## config.mk

```make
export PLATFORM = sky130hd
export DESIGN_NAME = deserializer_frame_flat
export DESIGN_NICKNAME = d
export VERILOG_FILES = /design/src/rtl/deser_pkg.sv /design/src/rtl/deserializer_frame_if.sv /design/src/rtl/deser_frame_fsm.sv /design/src/rtl/deserializer_frame.sv /design/src/flat_wrapper.sv
export SDC_FILE = /design/constraint.sdc
export NUM_CORES = 1
export LEC_CHECK = 0
export CAP_MARGIN = 20
export CORE_ASPECT_RATIO = 0.7
export CORE_MARGIN = 4
export CORE_UTILIZATION = 40
export CTS_CLUSTER_DIAMETER = 40
export CTS_CLUSTER_SIZE = 14
export DETAILED_ROUTE_END_ITERATION = 10
export SKIP_LAST_GASP = 1
export SLEW_MARGIN = 20
export SYNTH_ARGS = -nofsm -noshare
export SYNTH_HDL_FRONTEND = slang
export SYNTH_SLANG_ARGS = --single-unit
```

## constraint.sdc

```tcl
create_clock -name clk -period 2.2 [get_ports clk]
set_input_delay 0.22 -clock clk [delete_from_list [all_inputs] [get_ports clk]]
set_output_delay 0.22 -clock clk [all_outputs]
set_load 0.05 [all_outputs]
```

## src/rtl/deser_pkg.sv

```systemverilog
// Shared types and constants for the framed serial receiver.
// Latency: n/a (types and constant functions only).
// Backpressure: n/a.
package deser_pkg;

  // Word-alignment states: searching, confirming, aligned.
  typedef enum logic [1:0] {
    HUNT   = 2'd0,
    VERIFY = 2'd1,
    LOCKED = 2'd2
  } state_e;

  localparam logic [7:0] DEFAULT_SYNC_WORD = 8'hA5;

  // Bits needed to hold values 0..v-1, never less than 1.
  function automatic int clog2(input int v);
    int r;
    r = 0;
    for (int i = 0; i < 31; i++) begin
      if ((1 << i) < v) r = i + 1;
    end
    return (r < 1) ? 1 : r;
  endfunction

endpackage

```

## src/rtl/deserializer_frame_if.sv

```systemverilog
// Serial input plus parallel word output bundle of the framed receiver.
// Latency: n/a (wiring only).
// Backpressure: none; the receiver emits pulses the consumer must take.
interface deserializer_frame_if #(
  parameter int WIDTH = 8
) ();

  logic             din;
  logic [WIDTH-1:0] dout;
  logic             dout_valid;
  logic             locked;
  logic             sync_err;

  // Receiver side: takes the serial bit, drives words and status.
  modport master (
    input  din,
    output dout,
    output dout_valid,
    output locked,
    output sync_err
  );

  // Line/consumer side: drives the serial bit, observes words and status.
  modport slave (
    output din,
    input  dout,
    input  dout_valid,
    input  locked,
    input  sync_err
  );

endinterface

```

## src/rtl/deser_frame_fsm.sv

```systemverilog
// Alignment FSM: hunts for the sync word, confirms lock, tracks frame slot and sync misses.
// Latency: sync_err registered (cycle after the word's last bit); data strobe is combinational.
// Backpressure: none; every word-complete edge is acted on immediately.
module deser_frame_fsm #(
  parameter int FRAME_LEN  = 4,
  parameter int LOCK_COUNT = 2,
  parameter int LOSS_COUNT = 2
) (
  input  logic i_clk,
  input  logic i_rst,
  input  logic i_word_done,
  input  logic i_sync_match,
  output logic o_hunting,
  output logic o_data_word,
  output logic o_locked,
  output logic o_sync_err
);
  import deser_pkg::*;

  localparam int SW = clog2(FRAME_LEN);
  localparam int MW = clog2(LOCK_COUNT + 1);
  localparam int LW = clog2(LOSS_COUNT + 1);

  state_e          r_state, w_state_nxt;
  logic [SW-1:0]   r_slot_cnt, w_slot_nxt, w_slot_inc;
  logic [MW-1:0]   r_match_cnt, w_match_nxt, w_match_inc;
  logic [LW-1:0]   r_miss_cnt, w_miss_nxt, w_miss_inc;
  logic            r_sync_err, w_sync_err_nxt;
  logic            w_data_word;

  assign w_slot_inc  = (r_slot_cnt == SW'(FRAME_LEN - 1)) ? '0 : r_slot_cnt + SW'(1);
  assign w_match_inc = r_match_cnt + MW'(1);
  assign w_miss_inc  = r_miss_cnt + LW'(1);

  // Next-state and counter updates; slot 0 of every frame must carry the sync word.
  always_comb begin
    w_state_nxt    = r_state;
    w_slot_nxt     = r_slot_cnt;
    w_match_nxt    = r_match_cnt;
    w_miss_nxt     = r_miss_cnt;
    w_sync_err_nxt = 1'b0;
    w_data_word    = 1'b0;
    case (r_state)
      HUNT: begin
        // Window just matched: the next bit starts the word in slot 1.
        if (i_sync_match) begin
          w_state_nxt = (LOCK_COUNT == 1) ? LOCKED : VERIFY;
          w_slot_nxt  = SW'(1);
          w_match_nxt = MW'(1);
          w_miss_nxt  = '0;
        end
      end
      VERIFY: begin
        if (i_word_done) begin
          w_slot_nxt = w_slot_inc;
          if (r_slot_cnt == '0) begin
            if (i_sync_match) begin
              w_match_nxt = w_match_inc;
              if (w_match_inc == MW'(LOCK_COUNT)) begin
                w_state_nxt = LOCKED;
                w_miss_nxt  = '0;
              end
            end else begin
              w_state_nxt = HUNT;
              w_match_nxt = '0;
              w_slot_nxt  = '0;
            end
          end
        end
      end
      LOCKED: begin
        if (i_word_done) begin
          w_slot_nxt = w_slot_inc;
          if (r_slot_cnt != '0) begin
            w_data_word = 1'b1;
          end else if (i_sync_match) begin
            w_miss_nxt = '0;
          end else begin
            // Missed sync keeps the current word phase unless misses run out.
            w_sync_err_nxt = 1'b1;
            w_miss_nxt     = w_miss_inc;
            if (w_miss_inc == LW'(LOSS_COUNT)) begin
              w_state_nxt = HUNT;
              w_miss_nxt  = '0;
              w_match_nxt = '0;
              w_slot_nxt  = '0;
            end
          end
        end
      end
      default: begin
        w_state_nxt = HUNT;
      end
    endcase
  end

  // State, counters and the sync-error pulse register.
  always_ff @(posedge i_clk) begin
    if (i_rst) begin
      r_state     <= HUNT;
      r_slot_cnt  <= '0;
      r_match_cnt <= '0;
      r_miss_cnt  <= '0;
      r_sync_err  <= 1'b0;
    end else begin
      r_state     <= w_state_nxt;
      r_slot_cnt  <= w_slot_nxt;
      r_match_cnt <= w_match_nxt;
      r_miss_cnt  <= w_miss_nxt;
      r_sync_err  <= w_sync_err_nxt;
    end
  end

  assign o_hunting   = (r_state == HUNT);
  assign o_locked    = (r_state == LOCKED);
  assign o_sync_err  = r_sync_err;
  assign o_data_word = w_data_word;

endmodule

```

## src/rtl/deserializer_frame.sv

```systemverilog
// Framed LSB-first serial-to-parallel receiver with sync-word alignment and loss detection.
// Latency: dout/dout_valid/sync_err appear the cycle after the edge sampling a word's last bit.
// Backpressure: none; dout_valid is a single-cycle pulse that cannot be stalled.
module deserializer_frame #(
  parameter int               WIDTH      = 8,
  parameter logic [WIDTH-1:0] SYNC_WORD  = deser_pkg::DEFAULT_SYNC_WORD,
  parameter int               FRAME_LEN  = 4,
  parameter int               LOCK_COUNT = 2,
  parameter int               LOSS_COUNT = 2
) (
  input  logic                  clk,
  input  logic                  rst,
  deserializer_frame_if.master  bus
);
  import deser_pkg::*;

  localparam int BW = clog2(WIDTH);

  // Only the WIDTH-1 previous bits are stored; the live din completes the window.
  logic [WIDTH-2:0] r_sr;
  logic [WIDTH-1:0] w_window;
  logic [BW-1:0]    r_bit_cnt;
  logic [WIDTH-1:0] r_dout;
  logic             r_dout_valid;
  logic             w_word_done;
  logic             w_sync_match;
  logic             w_hunting;
  logic             w_data_word;
  logic             w_locked;
  logic             w_sync_err;

  assign w_window     = {bus.din, r_sr};
  assign w_sync_match = (w_window == SYNC_WORD);
  // While hunting the bit counter is meaningless; words only complete once aligned.
  assign w_word_done  = !w_hunting && (r_bit_cnt == BW'(WIDTH - 1));

  // Shift register and bit counter; the counter is held at 0 while hunting so the
  // word after a detected sync starts cleanly.
  always_ff @(posedge clk) begin
    if (rst) begin
      r_sr      <= '0;
      r_bit_cnt <= '0;
    end else begin
      r_sr <= w_window[WIDTH-1:1];
      if (w_hunting || w_word_done) r_bit_cnt <= '0;
      else                          r_bit_cnt <= r_bit_cnt + BW'(1);
    end
  end

  // Output word register: captured only for data slots while locked, held otherwise.
  always_ff @(posedge clk) begin
    if (rst) begin
      r_dout       <= '0;
      r_dout_valid <= 1'b0;
    end else begin
      r_dout_valid <= w_data_word;
      if (w_data_word) r_dout <= w_window;
    end
  end

  deser_frame_fsm #(
    .FRAME_LEN  (FRAME_LEN),
    .LOCK_COUNT (LOCK_COUNT),
    .LOSS_COUNT (LOSS_COUNT)
  ) u_fsm (
    .i_clk        (clk),
    .i_rst        (rst),
    .i_word_done  (w_word_done),
    .i_sync_match (w_sync_match),
    .o_hunting    (w_hunting),
    .o_data_word  (w_data_word),
    .o_locked     (w_locked),
    .o_sync_err   (w_sync_err)
  );

  assign bus.dout       = r_dout;
  assign bus.dout_valid = r_dout_valid;
  assign bus.locked     = w_locked;
  assign bus.sync_err   = w_sync_err;

endmodule

```

## src/flat_wrapper.sv

```systemverilog
// flat-port wrapper written by rule: the top's interface ports become plain ports
module deserializer_frame_flat import deser_pkg::*;
#(
  parameter int               WIDTH      = 8,
  parameter logic [WIDTH-1:0] SYNC_WORD  = deser_pkg::DEFAULT_SYNC_WORD,
  parameter int               FRAME_LEN  = 4,
  parameter int               LOCK_COUNT = 2,
  parameter int               LOSS_COUNT = 2
)
  (clk, rst, bus_din, bus_dout, bus_dout_valid, bus_locked, bus_sync_err);
  deserializer_frame_if #(.WIDTH(WIDTH)) bus_i ();
  input  logic clk;
  input  logic rst;
  input wire logic [$bits(bus_i.din)-1:0] bus_din;
  output wire logic [$bits(bus_i.dout)-1:0] bus_dout;
  output wire logic [$bits(bus_i.dout_valid)-1:0] bus_dout_valid;
  output wire logic [$bits(bus_i.locked)-1:0] bus_locked;
  output wire logic [$bits(bus_i.sync_err)-1:0] bus_sync_err;
  assign bus_i.din = bus_din;
  assign bus_dout = bus_i.dout;
  assign bus_dout_valid = bus_i.dout_valid;
  assign bus_locked = bus_i.locked;
  assign bus_sync_err = bus_i.sync_err;
  deserializer_frame #(.WIDTH(WIDTH), .SYNC_WORD(SYNC_WORD), .FRAME_LEN(FRAME_LEN), .LOCK_COUNT(LOCK_COUNT), .LOSS_COUNT(LOSS_COUNT)) u_core (.clk(clk), .rst(rst), .bus(bus_i));
endmodule
```

Word level (Yosys, flattened, before mapping)
Index checks and enable logic that the tools add are counted.

storage, ports and cells
  output and inout port bits = 11
  input port bits = 3
  logic and storage cells = 82
  register bits after elaboration = 28

operators by class
  reduce and logical (&&, ||, !) cells = 13
  $add $sub $neg = 4
  equality and inequality tests = 17
  muxes and demuxes = 37
  bitwise logic cells = 2

operators by type and width
  operator             number
  $mux 2               29
  $pmux 2 s3           4
  $reduce_and 8->1     3
  $ne 2x2->1 const B   6
  $eq 2x2->1 const B   4
  $eq 8x8->1 const B   1
  $add 2x1->2 const B  3
  $ne 2x1->1 const B   3
  $logic_not 2->1      2
  $mux 1               4
  $reduce_and 4->1     1
  $reduce_or 4->1      1
  $add 3x1->3 const B  1
  $eq 3x3->1 const B   1
  $ne 3x3->1 const B   1
  $reduce_bool 3->1    1
  $eq 2x1->1 const B   1
  $not 1->1            2
  $reduce_bool 2->1    1
  $reduce_or 2->1      1
  $logic_and 1x1->1    1
  $logic_not 1->1      1
  $logic_or 1x1->1     1

Longest topological paths before layout
Gate-level depths: netlist of run 1.

  depth in word-level cells = 7
  mapped depth = 8
  mapped depth without buffers = 7

By module
Synthesis of run 1 repeated with hierarchy kept, for this count alone.

unflattened totals
  cells, all modules = 129
  area total of the unflattened synthesis = 1272.5 um^2

modules (own cells, without submodules)
  module              instances  area an instance (um^2)  cells an instance
  deserializer_frame  1          653.1                    55
  deser_frame_fsm     1          619.3                    74

Least setup slack after synthesis of run 1
OpenSTA, ideal clock, no wires.

  path kind = register -> register
  start = register u_core.u_fsm.r_state[0]
  end = register u_core.u_fsm.r_match_cnt[0]
  clock period less this slack = 2226 ps
  data arrival time = 2141 ps
  cell stages (with the launch flop) = 7
  path slack = -26 ps
  data required time = 2114 ps
  buffers on the path = 0
  cell sequence = dfxtp_1 -> inv_1 -> ha_1 -> or2_2 -> a222oi_1 -> nand2b_1 -> a211oi_1

on the way
  elaborated cells between the ends (all ways) = 15
  those cells by class = eq/ne: 9; mux: 1; reduce/logical: 5

RTL lines
  element                                                    line                    text
  from (decl)                                                deser_frame_fsm.sv:24   state_e r_state, w_state_nxt;
  from (signal assigned)                                     deser_frame_fsm.sv:106  r_state <= w_state_nxt;
  $eq 2x2->1 (*)                                             n/a
  via bus_locked                                             flat_wrapper.sv:17      output wire logic [$bits(bus_i.locked)-1:0] bus_locked;
  $ne 2x1->1 (no source line), or another cell as far along  n/a
  $reduce_and 8->1 (no source line)                          n/a
  to (signal assigned)                                       deser_frame_fsm.sv:108  r_match_cnt <= w_match_nxt;
  to (decl)                                                  deser_frame_fsm.sv:26   logic [MW-1:0] r_match_cnt, w_match_nxt, w_match_inc;

Mark *: on every way through the listed nets, which the timed path passes. The rest lies on a longest branch.
A chain may end at the register's enable or synchronous reset.

Worst setup path after layout of run 1
  start = register u_core.u_fsm.r_state[0]
  end = output port bus_locked

on the way
  cells in the longest elaborated chain, start to end = 1

ends and longest elaborated chain
  element     line                    text
  $eq 2x2->1  deser_frame_fsm.sv:115  assign o_locked = (r_state == LOCKED);
  to (decl)   flat_wrapper.sv:17

Every way passes these cells.

==> impl_metrics.csv, run 1 <==
group,metric,value,unit
status,status,"complete, no violations",
timing,period_minus_slack,2.067,ns
timing,fin_skew,0.008602,ns
timing,tightestPinTransition,0.5004,ns
clocking,root_buffer,"clkbuf_8",
final_layout,fin_nets,169,
critical_path,r2r_cells,7,
timing,finalCritPeriodShare,0.9396,
timing,max_slew_margin,0.6654,
critical_path,cp-end-kind,"output pin",
floorplanning,fp-row-count,16,
placement,place_congestion,0.8832,
clocking,clock_path_buffers,2,
synthesis,synth_fp_nets,149,
clocking,cts_buffers,3,
route,vias,1003,
min_path,hp-class,"reg2reg",
placement,io_buffers,13,
global_routing,gr-usage-all-layers,0.1381,
synthesis,syn_inst,137,
synthesis,syn_avg_cell_area,9.087,sq um
global_routing,antenna_found_initial,0,
power_and_ir_drop,p_int,0.0007609,W
power_and_ir_drop,clkPwrFrac,0.436,
synthesis,yosys_warnings,0,
route,first_pass_iters,5,
final_layout,utilization,0.5286,
critical_path,arrival,1.85,ns
global_routing,grt_max_degree,28,
final_layout,synthToLayoutAreaGrowth,22.41,%
synthesis,ys_ff_latch,28,
power_and_ir_drop,netSwitchingPower,0.0001782,W
synthesis,synth.distinct_cells,34,
clocking,cts_hold_buffers,0,
route,wire_per_inst,13.18,microns
flow_run,drv_cap,0,
global_routing,grt_pass1_wl,4.209,mm
min_path,hp-start,"u_core.r_bit_cnt[0]",
synthesis,yosysTopAreaCell,"dfxtp_1",
floorplanning,dieHeight,54.68,microns
synthesis,synth_flop_cell,"dfxtp_1",
synthesis,synth.area.top_cells,"dfxtp_1, ha_1, nand2_1",
floorplanning,initial_utilization,0.4319,
clocking,clk_latency,0.28,ns
critical_path,reg2reg_from,"u_core.u_fsm.r_state[1]",
power_and_ir_drop,swShare,0.1898,
timing,drv_slew,0,
synthesis,synth_edf_count,0,
power_and_ir_drop,max-vdd-ir-drop,0.3314,mV
timing,hold_viol_final,0,
clocking,clock_sinks,28,
clocking,h-tree-depth,1,
min_path,worstHoldEndpoint,"u_core.r_bit_cnt[0]",
critical_path,critPathSlowestCell,"clkdlybuf4s50_1",
power_and_ir_drop,p_comb_frac,0.019,
global_routing,grt_pass1_vias,865,
placement,post-place-ws,0.02595,ns
floorplanning,core-area,2883,sq um
critical_path,reg2reg_to,"u_core.u_fsm.r_match_cnt[0]",
synthesis,synth-seq-area-share,0.4503,
global_routing,overflow,0,
timing,tns,0,ns
clocking,cts.clk_slew.worst_paths,0.10,ns
route,wl,2.531,mm
power_and_ir_drop,seqPwrFrac,0.545,
placement,hpwlAfterDp,1.912,mm
synthesis,synth_top_area_frac,0.4503,
timing,finalSetupViolCount,0,
route,via_per_inst,5.224,
synthesis,synthArstFlopShare,0,
floorplanning,die-area,4083,sq um
route,dr.first_iter.drc_count,62,
synthesis,ys_top_cells_by_count,"dfxtp_1, nand2_1, a21oi_1",
critical_path,max_stage_delay,0.80,ns
floorplanning,pin_count,14,
timing,fmax,483.8,MHz
route,drc_errors,0,
critical_path,path_cells,"inv_1 -> ha_1 -> buf_4 -> clkdlybuf4s50_1",
timing,finalWorstSetupSlack,0.1328,ns
critical_path,r2r_setup_slack,0.25,ns
final_layout,antenna_cells,0,
min_path,whs_path_depth,1,
power_and_ir_drop,p_leak,0.5460,nW
power_and_ir_drop,power_density,616.2,nW/um^2
critical_path,worstSetupStartpointType,"flip-flop",
synthesis,yosysMostFrequentCell,"dfxtp_1",
critical_path,path_max_fanout,7,
route,drtAntennaViolNets,0,
timing,rsz0062_at_grt,"no",
critical_path,required,1.98,ns
final_layout,drive_above_1_share,0.1026,
clocking,cts_tree,"done",
synthesis,syn_area,1245,sq um
critical_path,worstSetupPathType,"reg2out",
floorplanning,die_w,74.68,microns
-- routing by layer --
layer | global-route usage | wire length, microns | vias to the layer above
li1 | - | - | 516
met2 | 0.1720 | 1002 | 14
met3 | 0.04404 | 105 | 4
met4 | 0.03550 | 25 | 0
met1 | 0.2175 | 1397 | 469
met5 | 0 | 0 | -
-- flip-flops by register name, summed over array words and instances (netlist names) --
register / flops
u_core.bus.dout: 8
u_core.r_sr: 7
u_core.r_bit_cnt: 3
u_core.u_fsm.r_match_cnt: 2
u_core.u_fsm.r_miss_cnt: 2
u_core.u_fsm.r_slot_cnt: 2
u_core.u_fsm.r_state: 2
u_core.bus.dout_valid: 1
u_core.u_fsm.o_sync_err: 1
-- placed cells by master (no fill, tap or decap), drive strengths merged, types with 2 or more instances in the layout --
master          n
and2            2
clkbuf          3
dfxtp          28
nor3b           2
or4bb           2
a311oi          2
mux2i           2
buf             6
or4b            2
a21oi          13
a211oi          2
ha              9
nand2b          2
nor2b          10
nand3           2
nor3            2
and4bb          2
nand2          21
o31ai           2
nor2            6
clkdlybuf4s50  13
o21ai           4
inv             8
-- how the worst max path moves through the flow --
stage	start	endpoint	slack, ns	depth (start not counted)
5_1_grt	u_core.r_bit_cnt[0]	u_core.u_fsm.r_match_cnt[0]	0.04	8
3_3_place_gp	bus_din	u_core.u_fsm.r_miss_cnt[0]	0.06	6
2_1_floorplan	u_core.u_fsm.r_state[0]	u_core.u_fsm.r_match_cnt[0]	0.002	6
4_1_cts	u_core.u_fsm.r_state[0]	bus_locked	0.12	4
3_5_place_dp	bus_din	u_core.u_fsm.r_miss_cnt[0]	0.03	6
6_report	u_core.u_fsm.r_state[0]	bus_locked	0.13	4
-- cell type report --
type	instances	area, sq um
fillers	271	1359
multi-input cells	97	641.9
well taps	36	45.04
clock buffers	3	41.29
flip-flops and latches	28	560.5
clock inverters	1	30.03
inverters	8	30.03
repair buffers	19	175.2
-- worst max-delay path: cells and delay by family, from the launching register on --
kind | cells | cell delay [ns]
adder cells (fa/ha/maj) | 1 | 0.16
buffers and inverters | 3 | 1.05
flip-flops | 1 | 0.35
-- kinds of logic after synthesis --
logic type / share of synthesized area
simple gates: 0.2573
flops: 0.4503
compound gates: 0.1497
mux: 0.01608
buf+inv: 0.03618
fa+ha+maj: 0.09045
-- through the flow --
stage                     cell area [sq um]  power (W)  instances  hold WS [ns]
after global routing                   1524  0.0009690        192        0.4756
after global placement                 1450  0.0005415        188        0.4190
after detailed placement               1450  0.0005418        188        0.4240
final                                  1524  0.0009391        192        0.4356
after floorplan                        1245  0.0005337        137        0.3482
after CTS                              1521  0.0009476        192        0.4375
-- power groups by stage --
stage | Sequential, W | Clock [W] | Combinational, W
global placement | 0.000524 | 0 | 0.0000179
floorplan | 0.000523 | 0 | 0.0000110
finish | 0.000512 | 0.000409 | 0.0000182
global route | 0.000513 | 0.000436 | 0.0000201
detailed placement | 0.000523 | 0 | 0.0000183
CTS | 0.000512 | 0.000417 | 0.0000184
-- what timing repair did --
| action | 4_1_cts | 5_1_grt |
|---|---|---|
| setup endpoints to repair | 0 | 1 |
| gates resized for setup | 0 | 1 |
| setup buffers | 0 | 0 |
Note: power is estimated with default switching activity, not from simulation.
==> run 2: changes to the inputs <==
RECOVER_POWER = 50   (was unset)
SKIP_LAST_GASP = unset   (was 1)
SLEW_MARGIN = unset   (was 20)
==> run 2 against run 1 <==
Against the previous run: sequential power is essentially flat; non-clock buffer count stayed put; clock-buffer cell count unchanged; setup slack got worse by 0.0016 ns; clock power about the same; worst hold slack got worse by 0.0022 ns; clock skew grew 0.0029 ns; final cell count unchanged; cell area is 0.25% lower; maximum frequency barely moved; critical endpoint unchanged; largest cell class unchanged; largest power group unchanged.
==> impl_metrics.csv, run 2 (synthesis results as in run 1) <==
group,metric,value,unit
power_and_ir_drop,power_density,616.6,nW/um^2
final_layout,drive_above_1_share,0.09615,
clocking,cts.clk_slew.worst_paths,0.10,ns
final_layout,final_common_cell,"dfxtp_1",
floorplanning,dieHeight,54.68,microns
clocking,clock_sinks,28,
critical_path,path_max_fanout,7,
route,drtAntennaViolNets,0,
power_and_ir_drop,max-vdd-ir-drop,0.3320,mV
power_and_ir_drop,swShare,0.1887,
clocking,h-tree-depth,1,
timing,tns,0,ns
global_routing,overflow,0,
flow_run,drv_cap,0,
floorplanning,die-area,4083,sq um
power_and_ir_drop,p_leak,0.5664,nW
floorplanning,pin_count,14,
timing,fin_skew,0.01149,ns
timing,period_minus_slack,2.069,ns
timing,finalCritPeriodShare,0.9403,
floorplanning,fp-row-count,16,
global_routing,grt_max_degree,28,
route,first_pass_iters,4,
power_and_ir_drop,clkPwrFrac,0.435,
floorplanning,core-area,2883,sq um
timing,tightestPinTransition,0.5057,ns
clocking,root_buffer,"clkbuf_8",
timing,hold_viol_final,0,
power_and_ir_drop,p_comb_frac,0.019,
route,vias,1002,
power_and_ir_drop,netSwitchingPower,0.0001769,W
route,wl,2.536,mm
placement,place_congestion,0.8832,
final_layout,final_cell_mix,"dfxtp_1, nand2_1, a21oi_1, nor2b_1, ha_1",
global_routing,grt_pass1_wl,4.209,mm
route,dr.first_iter.drc_count,63,
critical_path,cp-end-kind,"output pin",
timing,max_slew_margin,0.6617,
final_layout,largest_register_ffs,8,
global_routing,antenna_found_initial,0,
critical_path,worstSetupStartpointType,"flip-flop",
clocking,clk_latency,0.28,ns
timing,drv_slew,0,
final_layout,fin_nets,169,
timing,fmax,483.4,MHz
power_and_ir_drop,power.total,0.0009374,W
final_layout,n_fill_cell,273,
clocking,cts_buffers,3,
final_layout,antenna_cells,0,
global_routing,grt_pass1_vias,865,
power_and_ir_drop,seqPwrFrac,0.546,
clocking,postCtsSetupBuffers,0,
clocking,cts_tree,"done",
placement,io_buffers,13,
route,drc_errors,0,
min_path,hp-class,"reg2reg",
power_and_ir_drop,p_int,0.0007605,W
critical_path,required,1.98,ns
critical_path,worstSetupPathType,"reg2out",
floorplanning,die_w,74.68,microns
clocking,cts_hold_buffers,0,
floorplanning,initial_utilization,0.4319,
final_layout,fin_area,1520,sq um
route,via_per_inst,5.219,
critical_path,arrival,1.85,ns
final_layout,synthToLayoutAreaGrowth,22.11,%
clocking,clock_path_buffers,2,
status,status,"complete, no violations",
placement,hpwlAfterDp,1.912,mm
timing,finalSetupViolCount,0,
route,wire_per_inst,13.21,microns
global_routing,gr-usage-all-layers,0.1381,
placement,place_area,1450,sq um
timing,rsz0062_at_grt,"no",
run 2: cell count changes in the layout (fill, tap and decap cells not counted):
cell,before,now
clkdlybuf4s50_1,13,5
and2_0,0,2
and2_1,2,0
clkbuf_1,0,1
buf_4,6,5
dlygate4sd3_1,0,8
run 2: what timing repair did:
| action | 4_1_cts | 5_1_grt |
|---|---|---|
| endpoints found under the setup margin | 0 | 1 |
| gates resized for setup | 0 | 1 |
| endpoints found under the hold margin | 0 | 0 |
run 2: routing by layer:
metal | track usage | wire length (microns) | up-vias
met2 | 0.1720 | 980 | 14
met1 | 0.2175 | 1431 | 469
met5 | 0 | 0 | -
li1 | - | - | 515
met4 | 0.03550 | 25 | 0
met3 | 0.04404 | 99 | 4
run 2: worst paths after layout:
path,from,end,slack [ns],cells after the start
worst max-delay path,u_core.u_fsm.r_state[0],bus_locked,0.13,4
worst min register to register,u_core.r_bit_cnt[0],u_core.r_bit_cnt[0],0.43,1
worst max register to register,u_core.r_bit_cnt[0],u_core.u_fsm.r_match_cnt[0],0.25,8
worst min-delay path,u_core.r_bit_cnt[0],u_core.r_bit_cnt[0],0.43,1
run 2: power by group through the flow:
stage / clock [W] / combinational (W) / sequential (W)
after floorplan: 0 / 0.0000110 / 0.000523
after global placement: 0 / 0.0000179 / 0.000524
after detailed placement: 0 / 0.0000183 / 0.000523
after CTS: 0.000417 / 0.0000184 / 0.000512
after global routing: 0.000436 / 0.0000197 / 0.000513
final: 0.000408 / 0.0000179 / 0.000512
run 2: stage by stage:
step,setup slack (ns),cells,hold slack (ns),util
final,0.1312,192,0.4334,0.5273
after global routing,0.04238,192,0.4759,0.5273
after CTS,0.1173,192,0.4375,0.5278
after detailed placement,0.02595,188,0.4240,0.5030
after global placement,0.06096,188,0.4190,0.5030
after floorplan,0.001916,137,0.3482,-
run 2: final cells by class:
class / count / area (sq um) / area share
well taps: 36 / 45.04 / 0.02963
repair buffers: 19 / 171.4 / 0.1128
clock inverters: 1 / 30.03 / 0.01975
flip-flops and latches: 28 / 560.5 / 0.3687
clock buffers: 3 / 41.29 / 0.02716
multi-input cells: 97 / 641.9 / 0.4222
inverters: 8 / 30.03 / 0.01975
run 2: worst max-delay path: stages, from the launching register on:
cell,delay [ns]
dfxtp_1,0.35
inv_1,0.10
ha_1,0.17
buf_4,0.15
clkdlybuf4s50_1,0.80
